===== src/rtl/key_filter_pkg.sv =====
// Shared definitions for the key filter: per-channel state encoding and counter sizing.
package key_filter_pkg;

   typedef enum logic [1:0] {
      IDLE     = 2'd0,
      P_FILTER = 2'd1,
      HELD     = 2'd2,
      R_FILTER = 2'd3
   } key_state_e;

   // One width covers debounce, hold and repeat counters so they can be compared uniformly.
   function automatic int unsigned cnt_width(input int unsigned deb,
                                             input int unsigned lng,
                                             input int unsigned rpt);
      int unsigned m;
      m = deb;
      if (lng > m) m = lng;
      if (rpt > m) m = rpt;
      return unsigned'($clog2(m + 1));
   endfunction

endpackage


===== src/rtl/key_filter_ch.sv =====
// One key channel: 2-flop synchroniser, history flop, debounce FSM, long-press and
// optional auto-repeat (built only when KEY_REPEAT_EN is defined).
module key_filter_ch
   import key_filter_pkg::*;
#(
   parameter int unsigned ACTIVE_LOW   = 1,
   parameter int unsigned DEBOUNCE_CNT = 1_000_000,
   parameter int unsigned LONG_CNT     = 50_000_000,
   parameter int unsigned REPEAT_CNT   = 10_000_000
) (
   input  logic i_clk,
   input  logic i_rst,
   input  logic i_key,
   output logic o_p_flag,
   output logic o_r_flag,
   output logic o_l_flag,
   output logic o_rpt_flag,
   output logic o_state
);

   localparam int unsigned CW = cnt_width(DEBOUNCE_CNT, LONG_CNT, REPEAT_CNT);

   logic          w_key_norm;
   logic          r_sync1, r_sync2, r_hist;
   logic          w_press_edge, w_release_edge;
   key_state_e    r_state, w_state_nxt;
   logic [CW-1:0] r_deb_cnt, w_deb_nxt;
   logic [CW-1:0] r_hold_cnt, w_hold_nxt;
   logic          r_p_flag, w_p_nxt;
   logic          r_r_flag, w_r_nxt;
   logic          r_l_flag, w_l_nxt;
   logic          r_level, w_level_nxt;

   // Normalise to 1 = pressed ahead of the synchroniser so reset loads "released".
   assign w_key_norm = (ACTIVE_LOW != 0) ? ~i_key : i_key;

   always_ff @(posedge i_clk or posedge i_rst) begin
      if (i_rst) begin
         r_sync1 <= 1'b0;
         r_sync2 <= 1'b0;
         r_hist  <= 1'b0;
      end else begin
         r_sync1 <= w_key_norm;
         r_sync2 <= r_sync1;
         r_hist  <= r_sync2;
      end
   end

   assign w_press_edge   = r_sync2 & ~r_hist;
   assign w_release_edge = ~r_sync2 & r_hist;

   always_ff @(posedge i_clk or posedge i_rst) begin
      if (i_rst) begin
         r_state    <= IDLE;
         r_deb_cnt  <= '0;
         r_hold_cnt <= '0;
         r_p_flag   <= 1'b0;
         r_r_flag   <= 1'b0;
         r_l_flag   <= 1'b0;
         r_level    <= 1'b0;
      end else begin
         r_state    <= w_state_nxt;
         r_deb_cnt  <= w_deb_nxt;
         r_hold_cnt <= w_hold_nxt;
         r_p_flag   <= w_p_nxt;
         r_r_flag   <= w_r_nxt;
         r_l_flag   <= w_l_nxt;
         r_level    <= w_level_nxt;
      end
   end

   // Hold counter runs on every HELD cycle, including the one that leaves for R_FILTER,
   // so a release bounce delays the long press by exactly the cycles spent filtering.
   always_comb begin
      w_state_nxt = r_state;
      w_deb_nxt   = r_deb_cnt;
      w_hold_nxt  = r_hold_cnt;
      w_p_nxt     = 1'b0;
      w_r_nxt     = 1'b0;
      w_l_nxt     = 1'b0;
      w_level_nxt = r_level;
      case (r_state)
         IDLE: begin
            w_deb_nxt = '0;
            if (w_press_edge) w_state_nxt = P_FILTER;
         end
         P_FILTER: begin
            if (w_release_edge) begin
               w_state_nxt = IDLE;
               w_deb_nxt   = '0;
            end else if (r_deb_cnt == CW'(DEBOUNCE_CNT)) begin
               w_state_nxt = HELD;
               w_deb_nxt   = '0;
               w_p_nxt     = 1'b1;
               w_level_nxt = 1'b1;
            end else begin
               w_deb_nxt = r_deb_cnt + CW'(1);
            end
         end
         HELD: begin
            w_deb_nxt = '0;
            if (r_hold_cnt < CW'(LONG_CNT)) begin
               w_hold_nxt = r_hold_cnt + CW'(1);
               if (r_hold_cnt == CW'(LONG_CNT - 1)) w_l_nxt = 1'b1;
            end
            if (w_release_edge) w_state_nxt = R_FILTER;
         end
         R_FILTER: begin
            if (w_press_edge) begin
               w_state_nxt = HELD;
               w_deb_nxt   = '0;
            end else if (r_deb_cnt == CW'(DEBOUNCE_CNT)) begin
               w_state_nxt = IDLE;
               w_deb_nxt   = '0;
               w_hold_nxt  = '0;
               w_r_nxt     = 1'b1;
               w_level_nxt = 1'b0;
            end else begin
               w_deb_nxt = r_deb_cnt + CW'(1);
            end
         end
         default: w_state_nxt = IDLE;
      endcase
   end

`ifdef KEY_REPEAT_EN
   logic [CW-1:0] r_rpt_cnt, w_rpt_nxt;
   logic          r_rpt_flag, w_rpt_flag_nxt;

   // Repeat counter only runs once the hold counter has saturated, so it never
   // fires in the same cycle as the long-press pulse.
   always_comb begin
      w_rpt_nxt      = r_rpt_cnt;
      w_rpt_flag_nxt = 1'b0;
      if (r_state == HELD && r_hold_cnt == CW'(LONG_CNT)) begin
         if (r_rpt_cnt == CW'(REPEAT_CNT - 1)) begin
            w_rpt_nxt      = '0;
            w_rpt_flag_nxt = 1'b1;
         end else begin
            w_rpt_nxt = r_rpt_cnt + CW'(1);
         end
      end else if (r_state == IDLE) begin
         w_rpt_nxt = '0;
      end
   end

   always_ff @(posedge i_clk or posedge i_rst) begin
      if (i_rst) begin
         r_rpt_cnt  <= '0;
         r_rpt_flag <= 1'b0;
      end else begin
         r_rpt_cnt  <= w_rpt_nxt;
         r_rpt_flag <= w_rpt_flag_nxt;
      end
   end

   assign o_rpt_flag = r_rpt_flag;
`else
   assign o_rpt_flag = 1'b0;
`endif

   assign o_p_flag = r_p_flag;
   assign o_r_flag = r_r_flag;
   assign o_l_flag = r_l_flag;
   assign o_state  = r_level;

endmodule


===== src/rtl/multi_key_filter.sv =====
// NUM_KEYS independent push-button conditioners; auto-repeat built when KEY_REPEAT_EN is defined.
module multi_key_filter
   import key_filter_pkg::*;
#(
   parameter int unsigned NUM_KEYS     = 4,
   parameter int unsigned ACTIVE_LOW   = 1,
   parameter int unsigned DEBOUNCE_CNT = 1_000_000,
   parameter int unsigned LONG_CNT     = 50_000_000,
   parameter int unsigned REPEAT_CNT   = 10_000_000
) (
   input  logic                Clk,
   input  logic                Reset,
   input  logic [NUM_KEYS-1:0] Key,
   output logic [NUM_KEYS-1:0] Key_P_flag,
   output logic [NUM_KEYS-1:0] Key_R_flag,
   output logic [NUM_KEYS-1:0] Key_L_flag,
   output logic [NUM_KEYS-1:0] Key_Rpt_flag,
   output logic [NUM_KEYS-1:0] Key_state
);

   for (genvar g = 0; g < NUM_KEYS; g++) begin : g_ch
      key_filter_ch #(
         .ACTIVE_LOW   (ACTIVE_LOW),
         .DEBOUNCE_CNT (DEBOUNCE_CNT),
         .LONG_CNT     (LONG_CNT),
         .REPEAT_CNT   (REPEAT_CNT)
      ) u_ch (
         .i_clk      (Clk),
         .i_rst      (Reset),
         .i_key      (Key[g]),
         .o_p_flag   (Key_P_flag[g]),
         .o_r_flag   (Key_R_flag[g]),
         .o_l_flag   (Key_L_flag[g]),
         .o_rpt_flag (Key_Rpt_flag[g]),
         .o_state    (Key_state[g])
      );
   end

endmodule


===== config.mk =====
export PLATFORM = sky130hd
export DESIGN_NAME = multi_key_filter
export DESIGN_NICKNAME = d
export VERILOG_FILES = /design/src/rtl/key_filter_pkg.sv /design/src/rtl/key_filter_ch.sv /design/src/rtl/multi_key_filter.sv
export SDC_FILE = /design/constraint.sdc
export NUM_CORES = 1
export LEC_CHECK = 0
export BUFFER_PORTS_ARGS = -buffer_cell sky130_fd_sc_hd__buf_4
export CAP_MARGIN = 20
export CORE_AREA = 2 2 156 158
export CTS_BUF_LIST = sky130_fd_sc_hd__clkbuf_8
export CTS_CLUSTER_DIAMETER = 30
export DETAILED_ROUTE_END_ITERATION = 7
export DIE_AREA = 0 0 158 160
export MAX_ROUTING_LAYER = met4
export PLACE_DENSITY = 0.68
export SLEW_MARGIN = 10
export SYNTH_ARGS = -nofsm -noshare
export SYNTH_HDL_FRONTEND = slang
export SYNTH_SLANG_ARGS = --single-unit

===== constraint.sdc =====
create_clock -name Clk -period 9.8 [get_ports Clk]
set_input_delay 0.49 -clock Clk [delete_from_list [all_inputs] [get_ports Clk]]
set_output_delay 0.49 -clock Clk [all_outputs]
set_load 0.02 [all_outputs]

# Word level (Yosys, flattened, before mapping)
# Cells that the tools add are included.
# totals
regBits	244
latch_bits	0
mem_bits_rw	0
romBits	0
output_inout_bits	20
elab_cells	268
mem_count	0
# classes
add_sub_neg	8
n_mul	0
div_mod_pow	0
order_cmp	4
n_eq_ne	56
shift	0
mux	112
bitwise	20
reduce_logical	28
# op_table
operator	count
$mux W26	24
$pmux W26 S3	4
$add A26 B1 Y26 const B	8
$pmux W26 S2	4
$eq A26 B20 Y1 const B	4
$eq A26 B26 Y1 const B	4
$lt A26 B26 Y1 const B	4
$mux W1	48
$mux W2	24
$ne A2 B1 Y1 const B	20
$pmux W2 S4	4
$reduce_and A4 Y1	8
$ne A3 B1 Y1 const B	8
$reduce_and A5 Y1	4
$eq A2 B2 Y1 const B	8
$ne A2 B2 Y1 const B	8
$reduce_bool A2 Y1	8
$not A1 Y1	12
$and A1 B1 Y1	8
$eq A2 B1 Y1 const B	4
$logic_not A2 Y1	4
$pmux W1 S2	4
$reduce_or A2 Y1	4

# Longest topological paths before layout
# Gate-level depths: netlist of run 1.
# logic_depth
depth_word	4
depth_mapped	11
depth_no_buf	10

# By module
# A second synthesis of run 1 with hierarchy kept.
# unflattened
hier_cells	1454
area_unflattened_um2	13123.8
# by_module_without_submodules
mod	n_inst	cells_each	area_per_inst_um2	seq_area_each_um2
key_filter_ch at g_ch[0].u_ch ...	2	361	3295.7	1526.5
key_filter_ch at g_ch[3].u_ch	1	365	3274.4	1526.5
key_filter_ch at g_ch[1].u_ch	1	367	3258.1	1526.5

# Least setup slack after synthesis of run 1
# Ideal clock, no wire load.
# synth_timing
path_kind	register to register
from	reg g_ch[0].u_ch.r_deb_cnt[13]
to	reg g_ch[0].u_ch.r_hold_cnt[18]
setup_ns	0.131
arrival_ns	1.973
t_required_ns	9.669
path_slack_ns	7.696
stages_incl_launch_ff	8
synth_period_minus_slack_ns	2.104
path_cell_list	dfrtp_1 or4b_1 or4_4 nor3_4 a21oi_2 buf_6 o21ai_1 o41ai_1
# synth_via
elab_chain_len	3
# synth_rtl
element	line	source
start: declaration	key_filter_ch.sv:27	logic [CW-1:0] r_deb_cnt, w_deb_nxt;
start signal: assignment	key_filter_ch.sv:63	r_deb_cnt <= w_deb_nxt;
$eq A26 B20 Y1	key_filter_ch.sv:112	end else if (r_deb_cnt == CW'(DEBOUNCE_CNT)) begin
$ne A2 B1 Y1 (no line)	n/a	
$reduce_and A4 Y1 (no line)	n/a	
end signal: assignment	key_filter_ch.sv:64	r_hold_cnt <= w_hold_nxt;
end: declaration	key_filter_ch.sv:28	logic [CW-1:0] r_hold_cnt, w_hold_nxt;
# No other way between the ends.
# A chain may end at the register's enable or synchronous reset.

# Final worst setup path of run 1
# layout_timing
from	reg g_ch[1].u_ch.r_hold_cnt[1]
to	reg g_ch[1].u_ch.r_hold_cnt[20]
# layout_via
elab_chain_len	3
# layout_rtl
element	line
start: declaration	key_filter_ch.sv:28
start signal: assignment	key_filter_ch.sv:64
$add A26 B1 Y26 / $lt A26 B26 Y1 (equally long branches)	key_filter_ch.sv:103, key_filter_ch.sv:102
$mux W26 / $ne A2 B1 Y1 (equally long branches)	n/a
$pmux W26 S2 / $reduce_and A4 Y1 (equally long branches)	n/a
# Several ways; a longest one is shown, not always the timed one. The select of a mux whose other input is x is not followed.

==> summary.md, run 1 <==
| Metric | Value |
|---|---|
| P_leak | `6.03 nW` |
| Endpoints failing hold | `0` |
| Final min period | `2.65 ns` |
| Ports | `26` |
| Initial core utilization | `53.7%` |
| Port Buffers | `21` |
| CTS Buf Count | `60` |
| Most frequent cells in the layout | `244 x dfrtp_1, 197 x nor2_1, 125 x nand2_1` |
| GRT Util Overall | `21.9%` |
| Final WL | `26,000 um` |
| Synth area leaders | `dfrtp_1 48%, nor2_1 5.8%, xor2_1 4.6%` |
| Hold buffers post-CTS | `0` |
| Htree depth | `2` |
| R2R cell count | `7` |
| Fmax | `378 MHz` |
| Synth area leader | `dfrtp_1` |
| First-pass GRT wire length | `45,400 um` |
| R2r setup slk | `7.15 ns` |
| Post-synthesis average cell area | `9.16 um2` |
| Max IR drop VDD | `140 uV` |
| Layout Utilization | `60.6%` |
| Unrepaired setup endpoints after global routing | `no` |
| Die X | `158 um` |
| Routed len/inst | `14.6 um` |
| Fin Setup TNS | `0 ns` |
| Global route overflow | `0` |
| Vias per cell | `5.62` |
| Slew at the pin closest to its max-slew limit | `1.04 ns` |
| Synth unique cells | `70` |
| Layout area overhead | `12.8%` |
| Max-cap violations | `0` |
| Die area | `0.0253 mm2` |
| Cells after Synth | `1,396` |
| Total Power | `2.46 mW` |
| Relative slew slack | `30.7%` |
| Commonest non-fill, non-tap cell in the layout | `dfrtp_1` |
| Max Slew Vio Count | `0` |
| Worst min-delay path endpoint | `g_ch[1].u_ch.r_sync1` |
| Worst setup EP type | `flop` |
| DP HPWL | `16,700 um` |
| CTS max path bufs | `3` |
| CP required | `10.26 ns` |
| CTS Root Cell | `clkbuf_8` |
| Ys async rst share | `100%` |
| Status | `complete, no violations` |
| Yosys warnings | `0` |
| Top cell type's share of synthesized area | `47.7%` |
| Worst hold slack | `0.0341 ns` |
| Initial antenna violation count | `0` |
| Nets | `1,435` |
| DR iter-0 viols | `760` |
| FF-to-FF End | `g_ch[1].u_ch.r_hold_cnt[20]` |
| Crit path cell chain | `ha_1 > nand3_1 > nor4_1 > nor2b_1 > a31oi_1 > o21ai_0 > o31ai_1` |
| Vias in the first global route | `9,757` |
| DRC viols | `0` |
| Largest net degree at the start of global routing | `109` |
| EDFF count, synth | `0` |
| Critical hold path startpoint | `Key[1]` |
| Clock Latency Late Sink | `0.59 ns` |
| CP Max Fanout | `8` |
| Post-route ant nets | `0` |
| Reg2reg start | `g_ch[1].u_ch.r_hold_cnt[1]` |
| Syn Std Cell Area | `0.0128 mm2` |
| Hold path cells | `2` |
| Die Height | `160 um` |
| Final Cycle Share | `27.0%` |
| Sequential area share after synthesis | `47.7%` |
| CTS tree | `built` |
| Crit path DAT | `3.11 ns` |
| CTS sink cnt | `244` |
| RePlAce Congestion | `0.822` |
| Area of the core | `0.0238 mm2` |
| PwrDens | `171 mW/mm2` |
| Synthesized flop and latch total | `244` |
| Worst path max stage delay | `0.74 ns` |
| Setup Skew | `0.0282 ns` |
| Cts repair resizes | `0` |
| Ys flop type | `dfrtp_1` |
| Share of cells above drive strength 1 | `10.9%` |
| Final setup vio count | `0` |
| Vias after detailed routing | `10,048` |
| DRT Pass-1 Iters | `5` |
| Critical path launch point type | `flop` |
| Reg clk slew, reported paths | `0.06 ns` |
| Post-CTS setup buffers | `0` |
| Min-delay worst type | `in2reg` |
| N_diodes | `0` |
| Core Rows | `57` |
| Setup CP Type | `reg2reg` |
| Slowest library cell on the worst path | `nor4_1` |
[kinds of logic (layout without fill, tap and decap cells)]
logic type	Yosys count	after routing	synth area share, %
simple gates	652	652	25.7
compound gates	253	253	12.8
flops	244	244	47.7
buf+inv	117	182	4.36
xor+xnor	106	106	7.26
fa+ha+maj	16	16	1.56
mux	7	7	0.548
other cells	1	4	0.0293
[report_power, final]
part           leakage, nW  switching [mW]  internal [mW]
Combinational         1.96          0.0609         0.0216
Sequential            3.37          0.0196           1.02
Clock                0.705           0.518          0.823
Total                 6.03           0.599           1.87
[how the worst max path moves through the flow]
| stage | from | to | slack (ns) | depth (start not counted) |
|---|---|---|---|---|
| final | g_ch[1].u_ch.r_hold_cnt[1] | g_ch[1].u_ch.r_hold_cnt[20] | 7.15 | 7 |
| after global routing | g_ch[2].u_ch.r_deb_cnt[0] | g_ch[2].u_ch.r_state[0] | 6.77 | 7 |
| after CTS | g_ch[2].u_ch.r_hold_cnt[16] | g_ch[2].u_ch.r_hold_cnt[16] | 7.06 | 5 |
| after detailed placement | Reset | g_ch[0].u_ch.r_deb_cnt[6] | 6.78 | 4 |
| after global placement | Reset | g_ch[0].u_ch.r_hold_cnt[22] | 6.78 | 4 |
| after floorplan | Reset | g_ch[0].u_ch.o_l_flag | 2.61 | 1 |
[worst max-delay path, delay by kind of cell, from the launching register on]
kind | cells | cell delay [ns]
flops | 1 | 0.40
fa+ha+maj | 1 | 0.24
compound gates | 3 | 0.42
simple gates | 3 | 1.46
[area by class of cell]
class | instances | area (um2)
clock buffer | 70 | 963
clock inverter | 43 | 405
timing repair buffer | 30 | 251
sequential | 244 | 6110
multi-input combinational | 1038 | 6140
fill | 2089 | 9390
tap | 324 | 405
inverter | 39 | 154
[synthesized netlist by cell type (20+ instances only)]
| cell | number |
|---|---|
| and4_1 | 20 |
| clkbuf_1 | 42 |
| inv_1 | 39 |
| o21ai_1 | 52 |
| buf_4 | 22 |
| xnor2_1 | 39 |
| nand2_1 | 125 |
| dfrtp_1 | 244 |
| o21ai_0 | 59 |
| nor2_1 | 197 |
| a21oi_1 | 37 |
| nand4_1 | 60 |
| nor3_1 | 22 |
| a31oi_1 | 30 |
| xor2_1 | 67 |
| nand3_1 | 91 |
| o31ai_1 | 23 |
| and3_1 | 37 |
[per-stage QoR]
stage | instances | cell area [um2] | worst slack [ns]
after floorplan | 1399 | 12800 | 2.61
after global placement | 1670 | 13000 | 6.78
after detailed placement | 1671 | 13000 | 6.78
after CTS | 1784 | 14400 | 7.06
after global routing | 1788 | 14400 | 6.77
final | 1788 | 14400 | 7.15
[flip-flops by register name, summed over array words and instances, names as in the netlist]
name / cells
g_ch.u_ch.r_deb_cnt: 104
g_ch.u_ch.r_sync2: 4
g_ch.u_ch.r_state: 8
g_ch.u_ch.o_l_flag: 4
g_ch.u_ch.r_hist: 4
g_ch.u_ch.o_p_flag: 4
g_ch.u_ch.o_state: 4
g_ch.u_ch.r_hold_cnt: 104
g_ch.u_ch.o_r_flag: 4
g_ch.u_ch.r_sync1: 4
[metal layers]
layer	track usage, %	share of wire [%]	up-vias
met1	30.4	49	4834
met5	-	0	-
li1	-	-	5000
met3	4.18	3.7	49
met4	6.88	2.1	0
met2	32.6	46	165
(Power assumes the default switching activity.)
==> run 2, diff against run 1 <==
==> constraint.sdc (replaced) <==
create_clock -name Clk -period 2.53 [get_ports Clk]
set_input_delay 0.1265 -clock Clk [delete_from_list [all_inputs] [get_ports Clk]]
set_output_delay 0.1265 -clock Clk [all_outputs]
set_load 0.02 [all_outputs]
==> summary.md, run 2 (synthesis gave the netlist of run 1 again) <==
| Metric | Value |
|---|---|
| Sequential power share | `43.6% (was 42.2%)` |
| Switching Power | `2.17 mW (was 0.599 mW)` |
| Non-filler cells, final | `1,806 (was 1,788)` |
| CTS Buf Count | `56 (was 60)` |
| Unrepaired setup endpoints after global routing | `no (unchanged)` |
| DP HPWL | `17,200 um (was 16,700 um)` |
| Vias after detailed routing | `10,271 (was 10,048)` |
| Max-cap violations | `0 (unchanged)` |
| CTS sink cnt | `244 (unchanged)` |
| Die area | `0.0253 mm2 (unchanged)` |
| Final Cycle Share | `90.9% (was 27.0%)` |
| Share of cells above drive strength 1 | `11.5% (was 10.9%)` |
| Critical path launch point type | `flop (unchanged)` |
| Vias per cell | `5.69 (was 5.62)` |
| Setup CP Type | `reg2reg (unchanged)` |
| Commonest non-fill, non-tap cell in the layout | `dfrtp_1 (unchanged)` |
| Reg clk slew, reported paths | `0.06 ns (about the same)` |
| DR iter-0 viols | `709 (was 760)` |
| Fmax | `435 MHz (was 378 MHz)` |
| Relative slew slack | `59.3% (was 30.7%)` |
| Final WL | `26,500 um (was 26,000 um)` |
| Area of the core | `0.0238 mm2 (unchanged)` |
| Status | `complete, no violations (unchanged)` |
| PwrDens | `633 mW/mm2 (was 171 mW/mm2)` |
| P_leak | `6.16 nW (was 6.03 nW)` |
| Largest registers | `g_ch.u_ch.r_deb_cnt (104), g_ch.u_ch.r_hold_cnt (104), g_ch.u_ch.r_state (8) (unchanged)` |
| R2r setup slk | `0.23 ns (was 7.15 ns)` |
| Worst setup EP type | `flop (unchanged)` |
| Initial core utilization | `53.7% (unchanged)` |
| Worst setup margin | `0.230 ns (was 7.15 ns)` |
| Slew at the pin closest to its max-slew limit | `0.609 ns (was 1.04 ns)` |
| Final setup vio count | `0 (unchanged)` |
| Internal power | `7.06 mW (was 1.87 mW)` |
| Sw Ratio | `23.5% (was 24.3%)` |
| Nets | `1,461 (was 1,435)` |
| Setup WS pre-CTS | `0.232 ns (was 6.78 ns)` |
| Max Slew Vio Count | `0 (unchanged)` |
| Core Rows | `57 (unchanged)` |
| CTS max path bufs | `3 (unchanged)` |
| CP required | `2.96 ns (was 10.26 ns)` |
| CTS Root Cell | `clkbuf_8 (unchanged)` |
| First-pass GRT wire length | `45,800 um (was 45,400 um)` |
| Port Buffers | `21 (unchanged)` |
| DRC viols | `0 (unchanged)` |
| Gate power share | `4.0% (was 3.3%)` |
| Htree depth | `2 (unchanged)` |
| Die Height | `160 um (unchanged)` |
| Largest net degree at the start of global routing | `88 (was 109)` |
| Post-route ant nets | `0 (unchanged)` |
| CTS tree | `built (unchanged)` |
| Crit path DAT | `2.73 ns (was 3.11 ns)` |
| N_diodes | `0 (unchanged)` |
| DP Cell Count | `1,700 (was 1,671)` |
| GRT Util Overall | `22.1% (was 21.9%)` |
| Global route overflow | `0 (unchanged)` |
| Layout area overhead | `13.8% (was 12.8%)` |
| Routed len/inst | `14.7 um (was 14.6 um)` |
| Die X | `158 um (unchanged)` |
| DRT Pass-1 Iters | `5 (unchanged)` |
| Min-delay worst type | `in2async (was in2reg)` |
| RePlAce Congestion | `0.819 (was 0.822)` |
| Vias in the first global route | `9,795 (was 9,757)` |
| Most frequent cells in the layout | `244 x dfrtp_1, 197 x nor2_1, 125 x nand2_1 (unchanged)` |
| Ports | `26 (unchanged)` |
| Final min period | `2.30 ns (was 2.65 ns)` |
| Clock share of power | `52.4% (was 54.4%)` |
| Clock Latency Late Sink | `0.57 ns (was 0.59 ns)` |
| Sequential Area | `0.00611 mm2 (unchanged)` |
| Endpoints failing hold | `0 (unchanged)` |
| Setup Skew | `0.0237 ns (was 0.0282 ns)` |
| Initial antenna violation count | `0 (unchanged)` |
| Fill cell count | `2,082 (was 2,089)` |
| Max IR drop VDD | `486 uV (was 140 uV)` |
| CP Max Fanout | `9 (was 8)` |
| Area of the multi-input gates | `0.00614 mm2 (about the same)` |
run 2: cell count changes in the layout (fill, tap and decap cells not counted), sizes merged:
cell	delta
inv	-1
bufinv	-1
dlygate4sd3	+5
clkbuf	-1
clkinvlp	-7
clkinv	-2
buf	+25
run 2: final cells by class:
type / instances / share of cell area [%]
Multi-Input combinational cell: 1038 / 42.2
Tap cell: 324 / 2.78
Clock buffer: 69 / 6.52
Sequential cell: 244 / 41.9
Timing Repair Buffer: 60 / 3.52
Inverter: 39 / 1.03
Clock inverter: 32 / 2.03
run 2: repair_timing:
action / CTS / global route
endpoints found under the hold margin: 204 / 0
resized for setup: 0 / 1
hold buffers: 5 / 0
setup buffers: 0 / 0
endpoints found under the setup margin: 0 / 1
run 2: worst max-delay path, stage by stage (launching register included):
cell	delay [ns]
dfrtp_1	0.41
or4b_1	0.52
or4_4	0.45
nor3_4	0.22
a21oi_2	0.12
buf_4	0.20
o21ai_1	0.15
o31ai_1	0.09
run 2: worst paths after layout:
check                                           start                          end  cells after the start
min reg2reg                      g_ch[3].u_ch.r_sync1         g_ch[3].u_ch.r_sync2                      0
max reg2reg                g_ch[0].u_ch.r_deb_cnt[13]  g_ch[0].u_ch.r_hold_cnt[24]                      7
min                                             Reset    g_ch[1].u_ch.r_deb_cnt[6]                      3
max in group asynchronous                       Reset   g_ch[2].u_ch.r_hold_cnt[8]                      4
max                        g_ch[0].u_ch.r_deb_cnt[13]  g_ch[0].u_ch.r_hold_cnt[24]                      7
min in group Clk                               Key[2]         g_ch[2].u_ch.r_sync1                      3
run 2: layer usage:
| metal | GRT usage, % | share of wire (%) | up-vias |
|---|---|---|---|
| met5 | - | 0 | - |
| met4 | 6.02 | 1.5 | 0 |
| met3 | 3.91 | 3.9 | 42 |
| met2 | 33.3 | 46 | 205 |
| met1 | 31.2 | 48 | 4988 |
| li1 | - | - | 5036 |
run 2: power groups by stage:
stage | Combinational [mW] | Clock (mW) | Sequential (mW)
2_1_floorplan | 0.263 | 0 | 4.07
3_3_place_gp | 0.374 | 0 | 4.08
3_5_place_dp | 0.377 | 0 | 4.09
4_1_cts | 0.384 | 4.98 | 4.02
5_1_grt | 0.428 | 5.15 | 4.03
6_report | 0.371 | 4.83 | 4.02
run 2: stage by stage:
step                total power, mW  hold WS (ns)  utilization (%)  setup TNS [ns]  cell area (um2)
finish                         9.22         0.103             61.1               0            14600
global route                   9.61         0.107             61.1               0            14600
global placement               4.46         0.124             55.7               0            13300
floorplan                      4.33         0.186                -         -195.27            12800
CTS                            9.38        0.0826             61.1               0            14600
detailed placement             4.46         0.129             55.7               0            13300
